## config.mk

```make
export PLATFORM = sky130hd
export DESIGN_NAME = fork_join_ctrl
export DESIGN_NICKNAME = d
export VERILOG_FILES = /design/src/rtl/fork_join_pkg.sv /design/src/rtl/done_tracker.sv /design/src/rtl/fork_join_ctrl.sv
export SDC_FILE = /design/constraint.sdc
export NUM_CORES = 1
export LEC_CHECK = 0
export ABC_CLOCK_PERIOD_IN_PS = 2200
export BUFFER_PORTS_ARGS = -buffer_cell sky130_fd_sc_hd__buf_2
export CORE_MARGIN = 1.5
export CORE_UTILIZATION = 23
export CTS_CLUSTER_DIAMETER = 40
export CTS_CLUSTER_SIZE = 14
export DETAILED_ROUTE_END_ITERATION = 8
export PLACE_DENSITY = 0.42
export SLEW_MARGIN = 25
export SYNTH_ARGS = -nofsm -noshare
export SYNTH_HDL_FRONTEND = slang
export SYNTH_HIERARCHICAL = 1
export SYNTH_SLANG_ARGS = --single-unit
```

## constraint.sdc

```tcl
create_clock -name clk -period 2.2 [get_ports clk]
set_clock_uncertainty 0.05 [all_clocks]
set_input_delay 0.44 -clock clk [delete_from_list [all_inputs] [get_ports clk]]
set_output_delay 0.44 -clock clk [all_outputs]
set_load 0.1 [all_outputs]
```

## src/rtl/fork_join_pkg.sv

```systemverilog
// Shared types and helpers for the fork/join scheduler.
//   join_mode_e  : completion condition selected per fork
//   ctrl_state_e : controller FSM states
//   lowest_set_idx(): index of the lowest set bit of a worker vector
package fork_join_pkg;

  localparam int unsigned MAX_WORKERS = 16;
  localparam int unsigned IDX_W       = 4;

  typedef enum logic [1:0] {
    JOIN_ALL  = 2'd0,
    JOIN_ANY  = 2'd1,
    JOIN_NONE = 2'd2
  } join_mode_e;

  typedef enum logic [1:0] {
    IDLE   = 2'd0,
    LAUNCH = 2'd1,
    WAIT   = 2'd2,
    JOIN   = 2'd3
  } ctrl_state_e;

  // Returns 0 for an all-zero vector.
  function automatic logic [IDX_W-1:0] lowest_set_idx(input logic [MAX_WORKERS-1:0] v);
    logic [IDX_W-1:0] idx;
    logic             found;
    idx   = '0;
    found = 1'b0;
    for (int i = 0; i < MAX_WORKERS; i++) begin
      if (v[i] && !found) begin
        idx   = IDX_W'(i);
        found = 1'b1;
      end
    end
    return idx;
  endfunction

endpackage

```

## src/rtl/done_tracker.sv

```systemverilog
// Outstanding-worker register bank.
//   clk, rst : clock, synchronous active-high reset
//   set_i    : workers being launched this cycle (set wins over clear)
//   clr_i    : worker done pulses
//   out_o    : workers launched and not yet done
module done_tracker #(
  parameter int unsigned W = 4
) (
  input  logic         clk,
  input  logic         rst,
  input  logic [W-1:0] set_i,
  input  logic [W-1:0] clr_i,
  output logic [W-1:0] out_o
);

  logic [W-1:0] out_q, out_d;

  // A done in the same cycle as its start is ignored because set dominates.
  always_comb begin
    out_d = (out_q & ~clr_i) | set_i;
  end

  always_ff @(posedge clk) begin
    if (rst) begin
      out_q <= '0;
    end else begin
      out_q <= out_d;
    end
  end

  assign out_o = out_q;

endmodule

```

## src/rtl/fork_join_ctrl.sv

```systemverilog
// Fork/join scheduler: launches a group of workers on one fork request and
// pulses join when JOIN_ALL / JOIN_ANY / JOIN_NONE completes or times out.
//   fork_valid/fork_ready/fork_mask/fork_mode : fork request handshake
//   wkr_start / wkr_done                      : per-worker start/done pulses
//   join_valid, join_mask, first_id,
//   join_timeout, join_err                    : one-cycle join report
//   outstanding                               : launched workers not yet done
module fork_join_ctrl
  import fork_join_pkg::*;
#(
  parameter int unsigned N_WORKERS   = 4,
  parameter int unsigned TIMEOUT_CYC = 1024,
  parameter int unsigned CNT_W       = 16
) (
  input  logic                 clk,
  input  logic                 rst,
  input  logic                 fork_valid,
  output logic                 fork_ready,
  input  logic [N_WORKERS-1:0] fork_mask,
  input  logic [1:0]           fork_mode,
  output logic [N_WORKERS-1:0] wkr_start,
  input  logic [N_WORKERS-1:0] wkr_done,
  output logic                 join_valid,
  output logic [N_WORKERS-1:0] join_mask,
  output logic [((N_WORKERS > 1) ? $clog2(N_WORKERS) : 1)-1:0] first_id,
  output logic                 join_timeout,
  output logic                 join_err,
  output logic [N_WORKERS-1:0] outstanding
);

  localparam int unsigned W     = N_WORKERS;
  localparam int unsigned ID_W  = (N_WORKERS > 1) ? $clog2(N_WORKERS) : 1;
  localparam logic [CNT_W-1:0] TO_LAST = CNT_W'(TIMEOUT_CYC - 1);
  localparam logic             TO_EN   = (TIMEOUT_CYC != 0);

  ctrl_state_e      state_q, state_d;
  join_mode_e       mode_q, mode_d;
  logic [W-1:0]     mask_q, mask_d;
  logic [W-1:0]     completed_q, completed_d;
  logic [ID_W-1:0]  fid_q, fid_d;
  logic [CNT_W-1:0] cnt_q, cnt_d;
  logic             ready_q, ready_d;
  logic [W-1:0]     start_q, start_d;
  logic             jvalid_q, jvalid_d;
  logic [W-1:0]     jmask_q, jmask_d;
  logic [ID_W-1:0]  jfid_q, jfid_d;
  logic             jto_q, jto_d;
  logic             jerr_q, jerr_d;

  logic [W-1:0]     trk_set;
  logic [W-1:0]     new_done;
  logic [W-1:0]     comp_nx;
  logic [ID_W-1:0]  fid_nx;
  logic             met;

  done_tracker #(.W(W)) u_tracker (
    .clk   (clk),
    .rst   (rst),
    .set_i (trk_set),
    .clr_i (wkr_done),
    .out_o (outstanding)
  );

  // Next-state and registered-output logic.
  always_comb begin
    state_d     = state_q;
    mode_d      = mode_q;
    mask_d      = mask_q;
    completed_d = completed_q;
    fid_d       = fid_q;
    cnt_d       = cnt_q;
    start_d     = '0;
    jvalid_d    = 1'b0;
    jmask_d     = '0;
    jfid_d      = '0;
    jto_d       = 1'b0;
    jerr_d      = 1'b0;
    trk_set     = '0;

    // Only dones of still-outstanding group members count as completions.
    new_done = mask_q & wkr_done & outstanding;
    comp_nx  = completed_q | new_done;
    fid_nx   = (completed_q == '0 && new_done != '0)
               ? ID_W'(lowest_set_idx(MAX_WORKERS'(new_done))) : fid_q;
    met      = (mode_q == JOIN_ANY) ? (comp_nx != '0) : (comp_nx == mask_q);

    case (state_q)
      IDLE: begin
        if (fork_valid) begin
          mask_d      = fork_mask;
          mode_d      = (fork_mode == 2'd3) ? JOIN_ALL : join_mode_e'(fork_mode);
          completed_d = '0;
          fid_d       = '0;
          if ((fork_mask & outstanding) != '0) begin
            state_d  = JOIN;
            jvalid_d = 1'b1;
            jerr_d   = 1'b1;
          end else if (fork_mask == '0) begin
            state_d  = JOIN;
            jvalid_d = 1'b1;
          end else begin
            state_d = LAUNCH;
            start_d = fork_mask;
          end
        end
      end
      LAUNCH: begin
        trk_set = mask_q;
        cnt_d   = '0;
        if (mode_q == JOIN_NONE) begin
          state_d  = JOIN;
          jvalid_d = 1'b1;
        end else begin
          state_d = WAIT;
        end
      end
      WAIT: begin
        completed_d = comp_nx;
        fid_d       = fid_nx;
        cnt_d       = cnt_q + CNT_W'(1);
        // A condition met on the last counted cycle wins over the timeout.
        if (met || (TO_EN && cnt_q == TO_LAST)) begin
          state_d  = JOIN;
          jvalid_d = 1'b1;
          jmask_d  = comp_nx;
          jfid_d   = (comp_nx == '0) ? '0 : fid_nx;
          jto_d    = !met;
        end
      end
      JOIN: begin
        state_d = IDLE;
      end
      default: begin
        state_d = IDLE;
      end
    endcase

    ready_d = (state_d == IDLE);
  end

  always_ff @(posedge clk) begin
    if (rst) begin
      state_q     <= IDLE;
      mode_q      <= JOIN_ALL;
      mask_q      <= '0;
      completed_q <= '0;
      fid_q       <= '0;
      cnt_q       <= '0;
      ready_q     <= 1'b1;
      start_q     <= '0;
      jvalid_q    <= 1'b0;
      jmask_q     <= '0;
      jfid_q      <= '0;
      jto_q       <= 1'b0;
      jerr_q      <= 1'b0;
    end else begin
      state_q     <= state_d;
      mode_q      <= mode_d;
      mask_q      <= mask_d;
      completed_q <= completed_d;
      fid_q       <= fid_d;
      cnt_q       <= cnt_d;
      ready_q     <= ready_d;
      start_q     <= start_d;
      jvalid_q    <= jvalid_d;
      jmask_q     <= jmask_d;
      jfid_q      <= jfid_d;
      jto_q       <= jto_d;
      jerr_q      <= jerr_d;
    end
  end

  assign fork_ready   = ready_q;
  assign wkr_start    = start_q;
  assign join_valid   = jvalid_q;
  assign join_mask    = jmask_q;
  assign first_id     = jfid_q;
  assign join_timeout = jto_q;
  assign join_err     = jerr_q;

endmodule

```

==> results of run 1 <==
layout by cell type (no fill, tap or decap), drive strengths merged, types with 3 or more instances in the layout:
cell type | Yosys | final
a211oi | 3 | 3
and2 | 10 | 10
nand3 | 10 | 10
nand4 | 4 | 4
o21a | 4 | 4
nor3 | 8 | 8
nor2 | 22 | 22
a21boi | 3 | 3
nand2 | 25 | 25
inv | 11 | 11
and3 | 4 | 4
buf | 1 | 35
nor4 | 5 | 5
dfxtp | 48 | 48
nand2b | 6 | 6
nor2b | 8 | 8
ha | 5 | 5
o21ai | 3 | 3
clkbuf | 7 | 6
xnor2 | 5 | 5
xor2 | 9 | 9
a21oi | 22 | 22
metal layers:
layer / part of all wire / up-vias / GRT usage
li1: - / 941 / -
met1: 0.50 / 838 / 0.1489
met2: 0.45 / 33 / 0.1727
met3: 0.033 / 5 / 0.02038
met4: 0.016 / 0 / 0.03900
met5: 0 / - / 0
power by group through the flow:
stage | clock network (µW) | logic [µW] | registers, µW
after global placement | 0 | 871 | 1020
after detailed placement | 0 | 867 | 1030
after global routing | 742 | 955 | 1020
after floorplan | 0 | 477 | 1210
final | 679 | 869 | 1000
after CTS | 700 | 872 | 1010
per-stage QoR:
| stage | hold WS, ps | worst slack [ps] | std cells | cell area, µm² | util |
|---|---|---|---|---|---|
| 2_1_floorplan | 381.2 | 0.3118 | 249 | 2152 | - |
| 3_3_place_gp | 399.7 | 96.84 | 387 | 2447 | 0.2674 |
| 5_1_grt | 328.0 | 5.733 | 395 | 2577 | 0.2816 |
| 4_1_cts | 319.7 | 67.36 | 395 | 2569 | 0.2807 |
| 6_report | 322.9 | 174.7 | 395 | 2577 | 0.2816 |
| 3_5_place_dp | 402.2 | 69.34 | 387 | 2447 | 0.2674 |
worst paths after layout:
path                               startpoint                 endpoint  slack, ps  cells after the start
setup / recovery  completed_q[3]$_SDFFE_PP0P_   first_id[1]$_SDFF_PP0_        170                      4
hold / removal                   fork_mask[0]  wkr_start[0]$_SDFF_PP0_        320                      2
hold reg to reg         fid_q[0]$_SDFFE_PP0P_   first_id[0]$_SDFF_PP0_        410                      2
setup reg to reg  completed_q[3]$_SDFFE_PP0P_   first_id[1]$_SDFF_PP0_        170                      4
worst reg2reg max path, cell delays in order, from the launching register on:
cell and delay [ps]:
dfxtp_1 390, or4_1 610, o41ai_4 430, a31oi_2 230, and2_1 210
flip-flops by register name (all words and copies together) (netlist names):
register,flops
state_q,2
first_id,2
u_tracker/out_o,4
join_valid,1
fid_q,2
wkr_start,4
fork_ready,1
mask_q,4
join_mask,4
cnt_q,16
mode_q,2
completed_q,4
join_err,1
join_timeout,1
logic make-up after synthesis:
kind of cell	count (synthesis)
simple gates	110
compound gates	52
flops	48
buf+inv	19
xor+xnor	14
fa+ha+maj	5
mux	1
timing repair:
item,CTS,global route
buffers inserted,0,0
endpoints found under the setup margin,0,11
gates resized for setup,0,2
final cells by class:
cell class / instances / area [µm²] / area share
Multi-Input combinational cell: 182 / 1125 / 0.4364
Sequential cell: 48 / 963.4 / 0.3738
Timing Repair Buffer: 35 / 187.7 / 0.07282
Tap cell: 111 / 138.9 / 0.05388
Clock buffer: 6 / 82.58 / 0.03204
Inverter: 11 / 41.29 / 0.01602
Clock inverter: 2 / 38.79 / 0.01505
==> results.toml, run 1 <==
[worst_setup_path]
slowest_stage = "or4_1"
endpoint_kind = "register"
cp_data_required_time_ps = 2350
critPathBufInv = 0
crit_path_max_incr_delay_ps = 610
cp_cell_sequence = "or4_1 > o41ai_4 > a31oi_2 > and2_1"
cp_max_fo = 7
cp_top_family = "simple AND/OR/NAND/NOR gates"
crit_type = "reg2reg"
startpoint_type = "register"
crit_arrival_ps = 2170

[route]
drt-total-wl_mm = 5.069
ant_nets = 0
viasPerCell = 4.600
wire_per_inst_um = 12.83
drtIter0Drc = 62
route.detailed.drc = 0
first_pass_iters = 4
vias = 1817

[cells_and_area]
areaGrowthSynthToFinish_pct = 19.91
antennaDiodeCount = 0
nets = 301
final.fill_count = 971
drive_above_1_share = 0.1725

[floorplan]
die_w_um = 99.68
core_mm2 = 0.009153
fp.dieArea_mm2 = 0.009935
initial_utilization = 0.2349
rows = 35
pin_count = 31
dieHeight_um = 99.68

[sta]
hold_violations = 0
finalSetupTns_ps = 0
maxSlewHeadroom = 0.5077
fin_crit_sh = 0.9206
rsz0062_at_grt = "no"
fmax_mhz = 493.7
setup_viol = 0
post-route-min-period_ps = 2025
drv_slew = 0
tightestPinTransition_ps = 728.9

[cts]
path_clk_slew_ps = 90
numClockSinks = 48
worstSkewPairLatency_ps = 310
cts_tree = "built"
h-tree-depth = 2
root_buffer = "clkbuf_8"
cts.path.max_buffers = 2
numCtsBuffers = 5
postCtsHoldBufs = 0

[synth]
synthSimpleGateAreaFrac = 0.2602
yosysWarnings = 6
synthAdderAreaFrac = 0.02910
synth_top_area_share = 0.4470
synthTopCellsByCount = "dfxtp_1, nand2_1, a21oi_1, nor2_1"
synthMuxAreaShare = 0.004657
synth_area_leader_cell = "dfxtp_1"
synthCells = 249
ys_ff_latch = 48
yosysMostFrequentCell = "dfxtp_1"
syn_area_mm2 = 0.002150
synthXorXnorAreaFrac = 0.05704
synth_compound_area_frac = 0.1682
synthFlopType = "dfxtp_1"
synth-seq-area-share = 0.4470
synth_area_per_cell_um2 = 8.633
async_flop_share = 0
synth_top_family_by_area = "simple AND/OR/NAND/NOR gates"
synth_edf_count = 0
yosysUniqueCellTypes = 46
ys_top_cells_by_area = "dfxtp_1, a21oi_1, nand2_1"
syn-num-nets = 267

[global_route]
grt_pass1_wl_mm = 8.687
track_usage = 0.1094
gr-total-overflow = 0
antenna_found_initial = 0
grt_pass1_vias = 1777
grt_max_degree = 18

[pwr]
clockPowerShare = 0.266
power.leakage_uw = 0.001003
report.power.total_uw = 2553
comb_power_share = 0.340
p_sw_uw = 980.3
pwr-share-seq = 0.394
p_int_uw = 1573
swShare = 0.3839
power_density_mw_per_mm2 = 990.6
vdd_drop_max_v = 0.0003076

[place]
io_buffers = 30
routabilityCongestion = 0.7611
hpwl_mm = 3.710

[job]
cap_violations = 0

[hold_path]
hold_class = "in2reg"

[run_status]
outcome = "finished clean"
Power figures use the tool's default switching activity.
==> run 2: changes to the inputs <==
--- a/config.mk
+++ b/config.mk
@@ -9,11 +9,11 @@
 export BUFFER_PORTS_ARGS = -buffer_cell sky130_fd_sc_hd__buf_2
 export CORE_MARGIN = 1.5
 export CORE_UTILIZATION = 23
-export CTS_CLUSTER_DIAMETER = 40
+export CTS_CLUSTER_DIAMETER = 80
 export CTS_CLUSTER_SIZE = 14
 export DETAILED_ROUTE_END_ITERATION = 8
-export PLACE_DENSITY = 0.42
-export SLEW_MARGIN = 25
+export PLACE_DENSITY = 0.48
+export SLEW_MARGIN = 5
 export SYNTH_ARGS = -nofsm -noshare
 export SYNTH_HDL_FRONTEND = slang
 export SYNTH_HIERARCHICAL = 1
==> results.toml, run 2 (same netlist as run 1, synthesis figures left out) <==
[run_status]
outcome = "finished clean"

[pwr]
report.power.total_uw = 2449
power_density_mw_per_mm2 = 962.2
power.leakage_uw = 0.0009870
vdd_drop_max_v = 0.0005539

[place]
placedCellCount = 387
hpwl_mm = 3.569
routabilityCongestion = 0.7844
io_buffers = 30

[route]
vias = 1792
dr_wl_met2_mm = 2.170
first_pass_iters = 4
wl_met3_um = 124
wl_met1_mm = 2.490
drt-total-wl_mm = 4.865
wire_per_inst_um = 12.32
viasPerCell = 4.537
drtIter0Drc = 92
top_layer_used = "met4"
route.detailed.drc = 0
ant_nets = 0

[hold_path]
hold_path_end = "wkr_start[3]$_SDFF_PP0_"
hold_class = "in2reg"
worstHoldPathCells = 2
worstHoldStart = "fork_mask[3]"

[cells_and_area]
areaGrowthSynthToFinish_pct = 18.39
antennaDiodeCount = 0
layout_commonest_cell = "dfxtp_1"
largest_register_ffs = 16
regMostFlops = "cnt_q"
nets = 301
drive_above_1_share = 0.1655
mostFrequentLayoutCells = "dfxtp_1, buf_2, nand2_1, nor2_1, a21oi_1"
final_core_util = 0.2781
final_cells = 395

[floorplan]
dieHeight_um = 99.68
die_w_um = 99.68
pin_count = 31
rows = 35
fp.dieArea_mm2 = 0.009935
core_mm2 = 0.009153
initial_utilization = 0.2349

[worst_setup_path]
startpoint_type = "register"
endpoint_kind = "register"
reg2reg_depth = 4
crit_type = "reg2reg"
cp_data_required_time_ps = 2350
rrSetupSlack_ps = 230
reg2reg_from = "completed_q[3]$_SDFFE_PP0P_"
crit_arrival_ps = 2120
r2r_end = "join_mask[1]$_SDFF_PP0_"
cp_max_fo = 7

[cts]
path_clk_slew_ps = 90
worstSkewPairLatency_ps = 310
postCtsSetupBuffers = 0
numClockSinks = 48
root_buffer = "clkbuf_8"
post_cts_resized = 0
h-tree-depth = 2
numCtsBuffers = 5
postCtsHoldBufs = 0
cts_tree = "built"
cts.path.max_buffers = 2

[global_route]
grt_pass1_vias = 1740
grt_max_degree = 17
gr-total-overflow = 0
antenna_found_initial = 0
track_usage = 0.1038
grt_pass1_wl_mm = 8.293

[sta]
hold_violations = 0
maxSlewHeadroom = 0.5580
post-route-min-period_ps = 1970
drv_slew = 0
fmax_mhz = 507.7
setup_viol = 0
finalSetupTns_ps = 0
fin_crit_sh = 0.8954
holdWs_ps = 332.3
rsz0062_at_grt = "no"
tightestPinTransition_ps = 654.5

[job]
cap_violations = 0
run 2: changes by cell type in the layout (fill, tap and decap cells not counted):
cell	delta
clkinv_4	-1
bufinv_16	-1
a31oi_2	-1
ha_1	+1
a31oi_1	+1
clkinvlp_4	+2
ha_2	-1
run 2: worst max-delay path by stage:
stage / slack, ps / cells after the start / endpoint / start
final: 230 / 4 / join_mask[1]$_SDFF_PP0_ / completed_q[3]$_SDFFE_PP0P_
after global placement: 250 / 6 / first_id[0]$_SDFF_PP0_ / wkr_done[3]
after detailed placement: 210 / 6 / join_mask[1]$_SDFF_PP0_ / wkr_done[3]
after global routing: 10 / 7 / cnt_q[14]$_SDFFE_PP0P_ / state_q[0]$_SDFF_PP0_
after floorplan: 0.3 / 5 / fork_ready$_SDFF_PP1_ / u_tracker/out_o[1]$_SDFF_PP0_
after CTS: 210 / 4 / join_mask[1]$_SDFF_PP0_ / completed_q[3]$_SDFFE_PP0P_
run 2: through the flow:
stage / setup slack, ps / instance area [µm²]
after floorplan: 0.3118 / 2152
after global placement: 249.4 / 2447
after detailed placement: 213.8 / 2447
after CTS: 208.9 / 2545
after global routing: 12.98 / 2545
final: 230.2 / 2545
run 2: area by class of cell:
type                            count  area (µm²)
Fill cell                         976        6608
Multi-Input combinational cell    182        1116
Sequential cell                    48       963.4
Timing Repair Buffer               35       187.7
Tap cell                          111       138.9
Clock buffer                        6       82.58
Inverter                           11       41.29
Clock inverter                      2       15.01
run 2: worst max-delay path: stages (launching register included):
cell and delay [ps]:
dfxtp_1 370, or4_1 600, o41ai_4 400, a31oi_1 240
a21boi_1 190
run 2: routing by layer:
metal	track usage	vias up
li1	-	936
met1	0.1387	825
met2	0.1669	25
met3	0.01687	6
met4	0.04117	0
met5	0	-
run 2: power breakdown:
| group | switching (µW) | total, µW | internal, µW |
|---|---|---|---|
| sequential | 63.0 | 1010 | 943 |
| combinational | 607 | 874 | 267 |
| clock | 313 | 568 | 255 |
==> run 3: changes to the inputs <==
--- a/config.mk
+++ b/config.mk
@@ -13,6 +13,7 @@
 export CTS_CLUSTER_SIZE = 14
 export DETAILED_ROUTE_END_ITERATION = 8
 export PLACE_DENSITY = 0.48
+export REMOVE_ABC_BUFFERS = 1
 export SLEW_MARGIN = 5
 export SYNTH_ARGS = -nofsm -noshare
 export SYNTH_HDL_FRONTEND = slang
==> results.toml, run 3 (same netlist as run 1, synthesis figures left out) <==
[floorplan]
pin_count = 31
die_w_um = 99.68
core_mm2 = 0.009153
initial_utilization = 0.2349
fp.dieArea_mm2 = 0.009935
rows = 35
dieHeight_um = 99.68

[worst_setup_path]
cp_max_fo = 7
crit_path_max_incr_delay_ps = 610
endpoint_kind = "register"
crit_arrival_ps = 2160
crit_type = "reg2reg"
rrSetupSlack_ps = 170
slowest_stage = "or4_1"
reg2reg_from = "completed_q[3]$_SDFFE_PP0P_"
startpoint_type = "register"
cp_data_required_time_ps = 2330
cp_cell_sequence = "or4_1 > o41ai_4 > a31oi_1 > a21boi_1"
reg2reg_depth = 4
r2r_end = "join_mask[1]$_SDFF_PP0_"

[global_route]
grt_util_met3 = 0.02319
gr-total-overflow = 0
grt_max_degree = 17
grtUsageMet1 = 0.1383
antenna_found_initial = 0
grt_pass1_wl_mm = 8.183
grt_pass1_vias = 1688
track_usage = 0.1031
use_met2 = 0.1596
grt-busiest-layer = "met2"

[job]
cap_violations = 0

[route]
drt-total-wl_mm = 4.816
viasPerCell = 4.594
vias = 1810
first_pass_iters = 6
drtIter0Drc = 67
route.detailed.drc = 0
wire_per_inst_um = 12.22
ant_nets = 0

[cells_and_area]
nets = 300
mostFrequentLayoutCells = "dfxtp_1, buf_2, nand2_1, nor2_1, a21oi_1"
regMostFlops = "cnt_q"
layout_commonest_cell = "dfxtp_1"
drive_above_1_share = 0.1555
final_core_util = 0.2783
final_cells = 394
areaGrowthSynthToFinish_pct = 18.51
largest_register_ffs = 16
antennaDiodeCount = 0

[sta]
fmax_mhz = 493.0
post-route-min-period_ps = 2028
drv_slew = 0
maxSlewHeadroom = 0.5319
hold_violations = 0
rsz0062_at_grt = "no"
fin_crit_sh = 0.9220
setup_viol = 0
tightestPinTransition_ps = 693.1

[pwr]
power.leakage_uw = 0.0009916
power_density_mw_per_mm2 = 979.0
vdd_drop_max_v = 0.0006218

[hold_path]
worstHoldStart = "fork_mask[0]"
worstHoldPathCells = 2
hold_path_end = "wkr_start[0]$_SDFF_PP0_"
hold_class = "in2reg"

[cts]
path_clk_slew_ps = 90
cts_tree = "built"
postCtsHoldBufs = 0
h-tree-depth = 2
postCtsSetupBuffers = 0
numCtsBuffers = 5
numClockSinks = 48
worstSkewPairLatency_ps = 300
cts.path.max_buffers = 2
root_buffer = "clkbuf_8"

[place]
placedCellCount = 386
hpwl_mm = 3.576
io_buffers = 30
routabilityCongestion = 0.7754

[run_status]
outcome = "finished clean"
run 3: cell type report:
| cell class | count | area (µm²) |
|---|---|---|
| fill | 998 | 6605 |
| multi-input combinational | 182 | 1119 |
| sequential | 48 | 960.9 |
| timing repair buffer | 34 | 180.2 |
| tap | 111 | 138.9 |
| clock buffer | 6 | 72.57 |
| inverter | 11 | 41.29 |
| clock inverter | 2 | 35.03 |
run 3: power by group:
part | total (µW) | internal (µW) | switching (µW)
logic | 862 | 257 | 605
registers | 1000 | 943 | 60.4
clock network | 629 | 338 | 292
run 3: how the worst max path moves through the flow:
stage / end / slack [ps] / startpoint
after global placement: join_mask[1]$_SDFF_PP0_ / 160 / wkr_done[3]
after CTS: join_mask[1]$_SDFF_PP0_ / 150 / mode_q[0]$_SDFFE_PP0P_
final: join_mask[1]$_SDFF_PP0_ / 170 / completed_q[3]$_SDFFE_PP0P_
after detailed placement: join_mask[1]$_SDFF_PP0_ / 160 / wkr_done[3]
after floorplan: fork_ready$_SDFF_PP1_ / -50 / u_tracker/out_o[3]$_SDFF_PP0_
after global routing: join_mask[1]$_SDFF_PP0_ / 8 / mode_q[0]$_SDFFE_PP0P_
run 3: critical path: cells and delay by family, from the launching register on:
family	cells	cell delay, ps
AOI/OAI and AO/OA	3	880
DFF	1	380
and+or+nand+nor	1	610
run 3: repair_timing:
action	4_1_cts	5_1_grt
setup endpoints to repair	0	4
gates resized for setup	0	1
hold endpoints to repair	0	0
run 3: per-stage QoR:
step           worst slack, ps  total power, µW  cell area [µm²]  TNS (ps)  hold slack [ps]
4_1_cts                  150.8             2520             2545         0            322.4
2_1_floorplan           -47.30             1666             2118    -125.1            380.0
5_1_grt                  8.255             2659             2547         0            337.5
3_3_place_gp             159.6             1879             2437         0            399.7
3_5_place_dp             160.9             1874             2437         0            406.7
6_report                 171.5             2494             2547         0            334.4
run 3: layer usage:
| metal | wire (µm) | share of wire | vias up |
|---|---|---|---|
| met4 | 80 | 0.017 | 0 |
| met3 | 140 | 0.029 | 5 |
| li1 | - | - | 938 |
| met2 | 2118 | 0.44 | 21 |
| met5 | 0 | 0 | - |
| met1 | 2476 | 0.51 | 846 |
